## src/rtl/sobel_pkg.sv

```systemverilog
// Shared types and geometry constants for the Sobel frame sequencer.
// A tile is a 4x4 input window yielding a 2x2 block of magnitude pixels.
package sobel_pkg;

  typedef enum logic [2:0] {
    IDLE     = 3'd0,
    REQ      = 3'd1,
    LOAD     = 3'd2,
    WAIT_PIX = 3'd3,
    DONE     = 3'd4
  } seq_state_t;

  localparam int TILE_DIM      = 4;
  localparam int TILE_STRIDE   = 2;
  localparam int PIX_PER_TILE  = 4;
  // A 3x3 kernel loses one pixel on each side, so the output image is 2 narrower.
  localparam int KERNEL_BORDER = 2;

endpackage

```

## src/rtl/sobel_tile_addr_gen.sv

```systemverilog
// Tile origin counters plus output-address arithmetic for the pixel currently
// being collected (k selects the (dx,dy) position inside the 2x2 output block).
module sobel_tile_addr_gen
  import sobel_pkg::*;
#(
  parameter int DIM_W  = 8,
  parameter int ADDR_W = 16
) (
  input  logic              clk,
  input  logic              n_rst,
  input  logic              clear,
  input  logic              advance,
  input  logic [DIM_W-1:0]  cfg_w,
  input  logic [DIM_W-1:0]  cfg_h,
  input  logic [1:0]        k,
  output logic [DIM_W-1:0]  tile_x,
  output logic [DIM_W-1:0]  tile_y,
  output logic              last_tile,
  output logic [ADDR_W-1:0] pix_addr
);

  logic [DIM_W-1:0]  last_x_s;
  logic [DIM_W-1:0]  last_y_s;
  logic [ADDR_W-1:0] row_s;
  logic [ADDR_W-1:0] col_s;
  logic [ADDR_W-1:0] stride_s;

  assign last_x_s  = cfg_w - DIM_W'(TILE_DIM);
  assign last_y_s  = cfg_h - DIM_W'(TILE_DIM);
  assign last_tile = (tile_x == last_x_s) && (tile_y == last_y_s);

  // k is dy-major: bit 1 selects the row offset, bit 0 the column offset.
  assign row_s    = ADDR_W'(tile_y) + ADDR_W'(k[1]);
  assign col_s    = ADDR_W'(tile_x) + ADDR_W'(k[0]);
  assign stride_s = ADDR_W'(cfg_w) - ADDR_W'(KERNEL_BORDER);
  assign pix_addr = (row_s * stride_s) + col_s;

  // Raster walk of tile origins: step right, wrap to next tile row at the right edge.
  always_ff @(posedge clk or negedge n_rst) begin
    if (!n_rst) begin
      tile_x <= '0;
      tile_y <= '0;
    end else if (clear) begin
      tile_x <= '0;
      tile_y <= '0;
    end else if (advance) begin
      if (tile_x == last_x_s) begin
        tile_x <= '0;
        tile_y <= tile_y + DIM_W'(TILE_STRIDE);
      end else begin
        tile_x <= tile_x + DIM_W'(TILE_STRIDE);
        tile_y <= tile_y;
      end
    end else begin
      tile_x <= tile_x;
      tile_y <= tile_y;
    end
  end

endmodule

```

## src/rtl/sobel_frame_sequencer.sv

```systemverilog
// Frame-level controller: fetches each tile, pulses the buffer load, collects
// four magnitude pixels per tile and tags them with output-image addresses.
module sobel_frame_sequencer
  import sobel_pkg::*;
#(
  parameter int PIX_W   = 4,
  parameter int DIM_W   = 8,
  parameter int ADDR_W  = 16,
  parameter int TIMEOUT = 255
) (
  input  logic              clk,
  input  logic              n_rst,
  input  logic              start,
  input  logic              abort,
  input  logic [DIM_W-1:0]  cfg_width,
  input  logic [DIM_W-1:0]  cfg_height,
  output logic              tile_req,
  output logic [DIM_W-1:0]  tile_x,
  output logic [DIM_W-1:0]  tile_y,
  input  logic              tile_ack,
  output logic              load_enable,
  input  logic              pix_valid,
  input  logic [PIX_W-1:0]  pix_in,
  output logic              out_valid,
  output logic [ADDR_W-1:0] out_addr,
  output logic [PIX_W-1:0]  out_pixel,
  output logic              busy,
  output logic              frame_done,
  output logic              err_cfg,
  output logic              err_timeout
);

  localparam int WD_W = $clog2(TIMEOUT + 1);

  seq_state_t        state_r;
  logic [DIM_W-1:0]  cfg_w_r;
  logic [DIM_W-1:0]  cfg_h_r;
  logic [1:0]        k_r;
  logic [WD_W-1:0]   wd_r;
  logic              tile_req_r;
  logic              load_enable_r;
  logic              out_valid_r;
  logic [ADDR_W-1:0] out_addr_r;
  logic [PIX_W-1:0]  out_pixel_r;
  logic              busy_r;
  logic              frame_done_r;
  logic              err_cfg_r;
  logic              err_timeout_r;

  logic              cfg_ok_s;
  logic              accept_s;
  logic              pix_take_s;
  logic              tile_end_s;
  logic              advance_s;
  logic              last_tile_s;
  logic [ADDR_W-1:0] pix_addr_s;

  assign cfg_ok_s   = ~cfg_width[0] & ~cfg_height[0] &
                      (cfg_width  >= DIM_W'(TILE_DIM)) &
                      (cfg_height >= DIM_W'(TILE_DIM));
  assign accept_s   = (state_r == IDLE) & start & ~abort & cfg_ok_s;
  assign pix_take_s = (state_r == WAIT_PIX) & pix_valid;
  assign tile_end_s = pix_take_s & (k_r == 2'(PIX_PER_TILE - 1));
  assign advance_s  = tile_end_s & ~last_tile_s & ~abort;

  sobel_tile_addr_gen #(
    .DIM_W  (DIM_W),
    .ADDR_W (ADDR_W)
  ) u_addr_gen (
    .clk       (clk),
    .n_rst     (n_rst),
    .clear     (accept_s),
    .advance   (advance_s),
    .cfg_w     (cfg_w_r),
    .cfg_h     (cfg_h_r),
    .k         (k_r),
    .tile_x    (tile_x),
    .tile_y    (tile_y),
    .last_tile (last_tile_s),
    .pix_addr  (pix_addr_s)
  );

  // Sequencer FSM with watchdog and registered outputs; abort overrides every state.
  always_ff @(posedge clk or negedge n_rst) begin
    if (!n_rst) begin
      state_r       <= IDLE;
      cfg_w_r       <= '0;
      cfg_h_r       <= '0;
      k_r           <= 2'd0;
      wd_r          <= '0;
      tile_req_r    <= 1'b0;
      load_enable_r <= 1'b0;
      out_valid_r   <= 1'b0;
      out_addr_r    <= '0;
      out_pixel_r   <= '0;
      busy_r        <= 1'b0;
      frame_done_r  <= 1'b0;
      err_cfg_r     <= 1'b0;
      err_timeout_r <= 1'b0;
    end else begin
      load_enable_r <= 1'b0;
      frame_done_r  <= 1'b0;
      err_cfg_r     <= 1'b0;
      err_timeout_r <= 1'b0;
      // A pixel accepted this cycle is emitted even if abort arrives alongside it.
      out_valid_r   <= pix_take_s;
      if (pix_take_s) begin
        out_addr_r  <= pix_addr_s;
        out_pixel_r <= pix_in;
      end else begin
        out_addr_r  <= out_addr_r;
        out_pixel_r <= out_pixel_r;
      end

      if (abort) begin
        state_r    <= IDLE;
        tile_req_r <= 1'b0;
        busy_r     <= 1'b0;
      end else begin
        case (state_r)
          IDLE: begin
            if (start && cfg_ok_s) begin
              cfg_w_r    <= cfg_width;
              cfg_h_r    <= cfg_height;
              state_r    <= REQ;
              tile_req_r <= 1'b1;
              busy_r     <= 1'b1;
            end else if (start) begin
              err_cfg_r  <= 1'b1;
            end else begin
              state_r    <= IDLE;
            end
          end
          REQ: begin
            if (tile_ack) begin
              state_r       <= LOAD;
              tile_req_r    <= 1'b0;
              load_enable_r <= 1'b1;
            end else begin
              state_r       <= REQ;
            end
          end
          LOAD: begin
            state_r <= WAIT_PIX;
            k_r     <= 2'd0;
            wd_r    <= '0;
          end
          WAIT_PIX: begin
            if (pix_valid) begin
              wd_r <= '0;
              k_r  <= k_r + 2'd1;
              if (tile_end_s && last_tile_s) begin
                state_r      <= DONE;
                frame_done_r <= 1'b1;
              end else if (tile_end_s) begin
                state_r    <= REQ;
                tile_req_r <= 1'b1;
              end else begin
                state_r    <= WAIT_PIX;
              end
            end else if (wd_r == WD_W'(TIMEOUT - 1)) begin
              err_timeout_r <= 1'b1;
              state_r       <= IDLE;
              busy_r        <= 1'b0;
            end else begin
              wd_r <= wd_r + WD_W'(1);
            end
          end
          DONE: begin
            state_r <= IDLE;
            busy_r  <= 1'b0;
          end
          default: begin
            state_r    <= IDLE;
            tile_req_r <= 1'b0;
            busy_r     <= 1'b0;
          end
        endcase
      end
    end
  end

  assign tile_req    = tile_req_r;
  assign load_enable = load_enable_r;
  assign out_valid   = out_valid_r;
  assign out_addr    = out_addr_r;
  assign out_pixel   = out_pixel_r;
  assign busy        = busy_r;
  assign frame_done  = frame_done_r;
  assign err_cfg     = err_cfg_r;
  assign err_timeout = err_timeout_r;

endmodule

```

## config.mk

```make
export PLATFORM = sky130hd
export DESIGN_NAME = sobel_frame_sequencer
export DESIGN_NICKNAME = d
export VERILOG_FILES = /design/src/rtl/sobel_pkg.sv /design/src/rtl/sobel_tile_addr_gen.sv /design/src/rtl/sobel_frame_sequencer.sv
export SDC_FILE = /design/constraint.sdc
export NUM_CORES = 1
export LEC_CHECK = 0
export CAP_MARGIN = 30
export CORE_MARGIN = 2
export CORE_UTILIZATION = 63
export DETAILED_ROUTE_END_ITERATION = 10
export GPL_TIMING_DRIVEN = 0
export HOLD_SLACK_MARGIN = 0.06
export PLACE_DENSITY_LB_ADDON = 0.1
export SYNTH_ARGS = -nofsm -noshare
export SYNTH_HDL_FRONTEND = slang
export SYNTH_HIERARCHICAL = 1
export SYNTH_SLANG_ARGS = --single-unit
```

## constraint.sdc

```tcl
create_clock -name clk -period 15.7 [get_ports clk]
set_input_delay 2.355 -clock clk [delete_from_list [all_inputs] [get_ports clk]]
set_output_delay 2.355 -clock clk [all_outputs]
set_load 0.01 [all_outputs]
```

Word level (Yosys, flattened, before mapping) --
Cells that the tools add are included. W data, S select, Z words.
Word-level totals: register bits after elaboration 72
Cells by class: reduce and logical (&&, ||, !) cells 16, bitwise logic cells 14, mux-type cells 46, equality and inequality tests 21, multiply operators 1, order comparisons 2, add/subtract/negate cells 10
Operators with widths (count):
- $mux W8 | 8
- $mux W1 | 24
- $add A8 B1 Y9 | 2
- $mux W3 | 6
- $ne A3 B3 Y1 const B | 6
- $add A16 B16 Y16 | 1
- $add A8 B2 Y8 const B | 2
- $eq A8 B8 Y1 | 2
- $ge A8 B3 Y1 const B | 2
- $mul A16 B16 Y16 | 1
- $pmux W8 S2 | 1
- $sub A8 B3 Y8 const B | 2
- $pmux W3 S4 | 1
- $and A1 B1 Y1 | 10
- $reduce_and A3 Y1 | 3
- $sub A8 B2 Y9 const B | 1
- $add A8 B1 Y8 const B | 1
- $eq A8 B8 Y1 const B | 1
- $ne A4 B3 Y1 const B | 2
- $eq A3 B2 Y1 const B | 2
- $mux W2 | 3
- $ne A3 B2 Y1 const B | 2
- $reduce_and A6 Y1 | 1
- $reduce_bool A2 Y1 | 3
- other kinds (15) | 23

Logic depth before layout (Yosys ltp) --
depth after elaboration 8, mapped depth 23

Cells and area by module --
Netlist, hierarchy kept.
By module, submodules not included:
- sobel_tile_addr_gen | times used 1, area each 4081.4 µm², cells an instance 466
- sobel_frame_sequencer | times used 1, area each 2519.9 µm², cells an instance 238

Least setup slack after synthesis --
Ideal clock, no wire load.
path kind reg2reg, from register cfg_w_r[2], to register out_addr_r[12], in the netlist out_addr[12], data arrival time 5.900 ns, clock period less this slack 5.965 ns, stages on the path, launching flop included 22, required time 15.635 ns, path slack 9.735 ns, cell sequence dfrtp_1 -> inv_1 -> ha_1 -> a21boi_0 -> nand2_1 -> or3_1 -> inv_1 -> nand2b_1 -> fa_1 -> fa_1 -> inv_1 -> fa_1 -> fa_1 -> fa_1 -> ha_1 -> or3_1 -> a2111o_1 -> a31o_2 -> a21oi_1 -> xnor2_1 -> nand2_1 -> nand2_1
Between the ends: cells in the longest elaborated chain, start to end 3
RTL lines:
- from (decl) | RTL line sobel_frame_sequencer.sv:36 | logic [DIM_W-1:0] cfg_w_r;
- from (signal assigned) | RTL line sobel_frame_sequencer.sv:123 | cfg_w_r <= cfg_width;
- $sub A8 B2 Y9 | RTL line sobel_tile_addr_gen.sv:35 | assign stride_s = ADDR_W'(cfg_w) - ADDR_W'(KERNEL_BORDER);
- $mul A16 B16 Y16 | RTL line sobel_tile_addr_gen.sv:36 | assign pix_addr = (row_s * stride_s) + col_s;
- $add A16 B16 Y16 | RTL line sobel_tile_addr_gen.sv:36
- named net pix_addr_s[12] | RTL line sobel_frame_sequencer.sv:56 | logic [ADDR_W-1:0] pix_addr_s;
- to (signal assigned) | RTL line sobel_frame_sequencer.sv:108 | out_addr_r <= pix_addr_s;
- to (signal assigned) | RTL line sobel_frame_sequencer.sv:111 | out_addr_r <= out_addr_r;
- to (decl) | RTL line sobel_frame_sequencer.sv:43 | logic [ADDR_W-1:0] out_addr_r;
The timed path passes the listed nets, and every way through them passes these cells. A chain may end at the register's enable or synchronous reset.

Final worst setup path --
from register cfg_w_r[1], to register out_addr_r[13], in the netlist out_addr[13]
The elaborated chain is that of the path after synthesis.

==> summary.md <==
| Metric | Value |
|---|---|
| Vias in the first global route | `5,429` |
| GR peak layer | `met2` |
| Final GP Congestion | `0.875` |
| Number of synthesized register bits | `70` |
| Area of the core | `10,200 µm²` |
| Final setup TNS | `0 ps` |
| Syn_area_per_cell | `9.38 µm²` |
| DRT antenna net count | `0` |
| Synth Instances | `704` |
| Worst stage delay on the critical path | `620 ps` |
| HP Class | `register to register` |
| Critical Path RT | `15,990 ps` |
| Power density over cell area | `73.2 nW/µm²` |
| Longest Clk Path Bufs | `2` |
| Root buf cell | `clkbuf_8` |
| Die Span X | `106 µm` |
| Hold_ws | `475 ps` |
| Overflow after GRT | `0` |
| Initial antenna violation count | `0` |
| DP Wirelength | `11.4 mm` |
| Initial Utilization | `0.645` |
| Post-cts sizing count | `0` |
| Worst Clk Skew | `12.1 ps` |
| Area growth syn-to-layout | `15.6%` |
| Pre-CTS WS | `9130 ps` |
| Sequential area share after synthesis | `0.265` |
| Die area | `11,300 µm²` |
| Detailed Route WL | `14.6 mm` |
| Final Hold Viols | `0` |
| Clk_lat worst skew | `350 ps` |
| Final min period | `6680 ps` |
| Largest area contributor in the synthesized netlist | `dfrtp_1` |
| Met1 Resource Use GR | `0.338` |
| Worst slew margin | `0.416` |
| Htree depth | `3` |
| CP Max Fanout | `9` |
| CTS tree | `done` |
| Run status | `complete, no violations` |
| PortBufs | `66` |
| Post-synth top cells | `112 x nand2_1, 78 x inv_1, 70 x dfrtp_1` |
| Crit path launch type | `register` |
| Global routing usage on met2 | `0.482` |
| Routed WL per cell | `15.8 µm` |
| Yosys warns | `6` |
| RSZ-0062 raised after global routing | `no` |
| Share of cells above drive strength 1 | `0.0722` |
| 1st-iter DRT viols | `246` |
| Slew Limit Fails | `0` |
| Total global-route track usage | `0.273` |
| Global-route wire length before repair | `24.7 mm` |
| Nets | `921` |
| Most common cell in the netlist | `nand2_1` |
| Tcrit/Tclk final | `0.426` |
| Largest net degree at the start of global routing | `71` |
| Max rail drop VDD | `0.0917 mV` |
| First drt pass iteration count | `4` |
| Most frequent CP cell | `fa_1` |
| CTS sink cnt | `70` |
| Post-CTS setup buffers | `0` |
| Clk slew on worst S/H paths | `70 ps` |
| Synth area leaders | `dfrtp_1 27%, fa_1 17%, ha_1 10%` |
| Setup slack after layout | `9020 ps` |
| Hold_buf cts | `0` |
| Filler cell count | `763` |
| Post-synth EDFFs | `0` |
| Worst Setup End Kind | `register` |
| Synth top area share | `0.265` |
| Most used DFF post-synth | `dfrtp_1` |
| Post-synthesis cell area | `6600 µm²` |
| IO Count | `69` |
| FMAX | `150 MHz` |
| Slowest CP cell | `xnor2_1` |
| Pleak | `3.83 nW` |
| Synth cell types | `71` |
| Placed cell count | `910` |
| Fin cells | `925` |
| Worst-margin pin slew | `876 ps` |
| DR vias | `5,221` |
| Via density per instance | `5.64` |
| DRC | `0` |
| Setup violators final | `0` |
| WP data arrival | `6970 ps` |
| Final Power | `559 µW` |
| # diodes | `0` |
| Die height | `106 µm` |
| M3 GR Usage | `0.0454` |
| Setup CP Type | `register to register` |
| Total CTS buffers | `9` |
| Max Cap Viol | `0` |
| Cell breakdown of the critical path | `clkinv_1 -> ha_1 -> nand2b_1 -> nor2_1 -> xnor2_1 -> nor2b_1 -> fa_1 -> inv_1 -> fa_1 -> inv_1 -> fa_1 -> fa_1 -> fa_1 -> ha_1 -> nor4_1 -> o21ai_0 -> a41oi_1 -> o21bai_1 -> a21oi_1 -> xnor2_1 -> nand2_1 -> nand2_1` |
| Row count | `37` |
| Asr flop ratio synth | `1.00` |
[layout make-up]
type / instances / area, µm² / area share
multi-input combinational: 537 / 4430 / 0.581
sequential: 70 / 1750 / 0.230
timing repair buffer: 67 / 662 / 0.0867
inverter: 79 / 297 / 0.0389
tap: 136 / 170 / 0.0223
buffer: 21 / 131 / 0.0172
clock buffer: 9 / 124 / 0.0162
clock inverter: 6 / 63.8 / 0.00836
[final timing paths]
check	startpoint	to	slack (ps)	cells after the start
worst max-delay path	cfg_w_r[1]	out_addr[13]	9020	22
worst min-delay path	out_pixel[2]	out_pixel[2]	470	2
worst max register to register	cfg_w_r[1]	out_addr[13]	9020	22
worst min register to register	out_pixel[2]	out_pixel[2]	470	2
max in group asynchronous	n_rst	cfg_h_r[3]	13000	1
min in group asynchronous	n_rst	out_addr[15]	2100	1
[worst max-delay path: cells and delay by family (launching register included)]
family	cells	cell delay [ps]
adders and majority gates	7	3160
AOI/OAI and AO/OA	4	990
and+or+nand+nor	6	810
xor gates and xnor gates	2	770
DFF	1	520
buffers and inverters	3	380
[metrics by stage]
step                 util  cell area (µm²)
floorplan               -             6610
CTS                 0.746             7630
detailed placement  0.728             7440
global route        0.746             7630
global placement    0.728             7440
finish              0.746             7630
[state kept, by name, summed over array words and instances (netlist names), 2 cells and up]
register and flops:
out_pixel 4, wd_r 8, out_addr 16, cfg_w_r 8, cfg_h_r 8, u_addr_gen/tile_x 7, state_r 3, u_addr_gen/tile_y 7
k_r 2
[cell usage in the layout (no fill, tap or decap), types with 4 or more instances in the layout]
master,n
nand2_1,112
inv_1,78
dfrtp_1,70
clkdlybuf4s50_1,65
ha_1,55
fa_1,55
nor2_1,36
xnor2_1,35
nor2b_1,21
a21oi_1,21
and2_1,20
nand2b_1,17
o21ai_0,17
xor2_1,14
nand3_1,13
clkbuf_1,12
nor3_1,12
mux2_2,9
clkbuf_8,9
a21o_1,7
and3_1,6
mux2_4,6
o31ai_1,6
nor4_1,5
a31oi_1,5
or3_1,5
a211oi_1,4
nand4_1,4
conb_1,4
[routing by layer]
layer	routed length [µm]	up-vias	share of wire
met5	0	-	0
met4	192	0	0.013
met3	753	21	0.052
met2	7570	166	0.52
met1	6100	2566	0.42
li1	-	2468	-
[where the power goes]
group | internal, mW | total (mW) | switching [mW] | leakage [nW]
clock | 0.0722 | 0.145 | 0.0729 | 0.0911
sequential | 0.196 | 0.215 | 0.0192 | 0.945
combinational | 0.0905 | 0.199 | 0.108 | 2.79
[kinds of logic after synthesis]
group,count (synthesis),synth area share
and+or+nand+nor,274,0.216
adders and majority gates,110,0.271
buffers and inverters,100,0.0648
AOI/OAI and AO/OA,82,0.0838
DFF,70,0.265
xor gates and xnor gates,49,0.0650
muxes,18,0.0337
other,1,0.000568
Power figures use the tool's default switching activity.
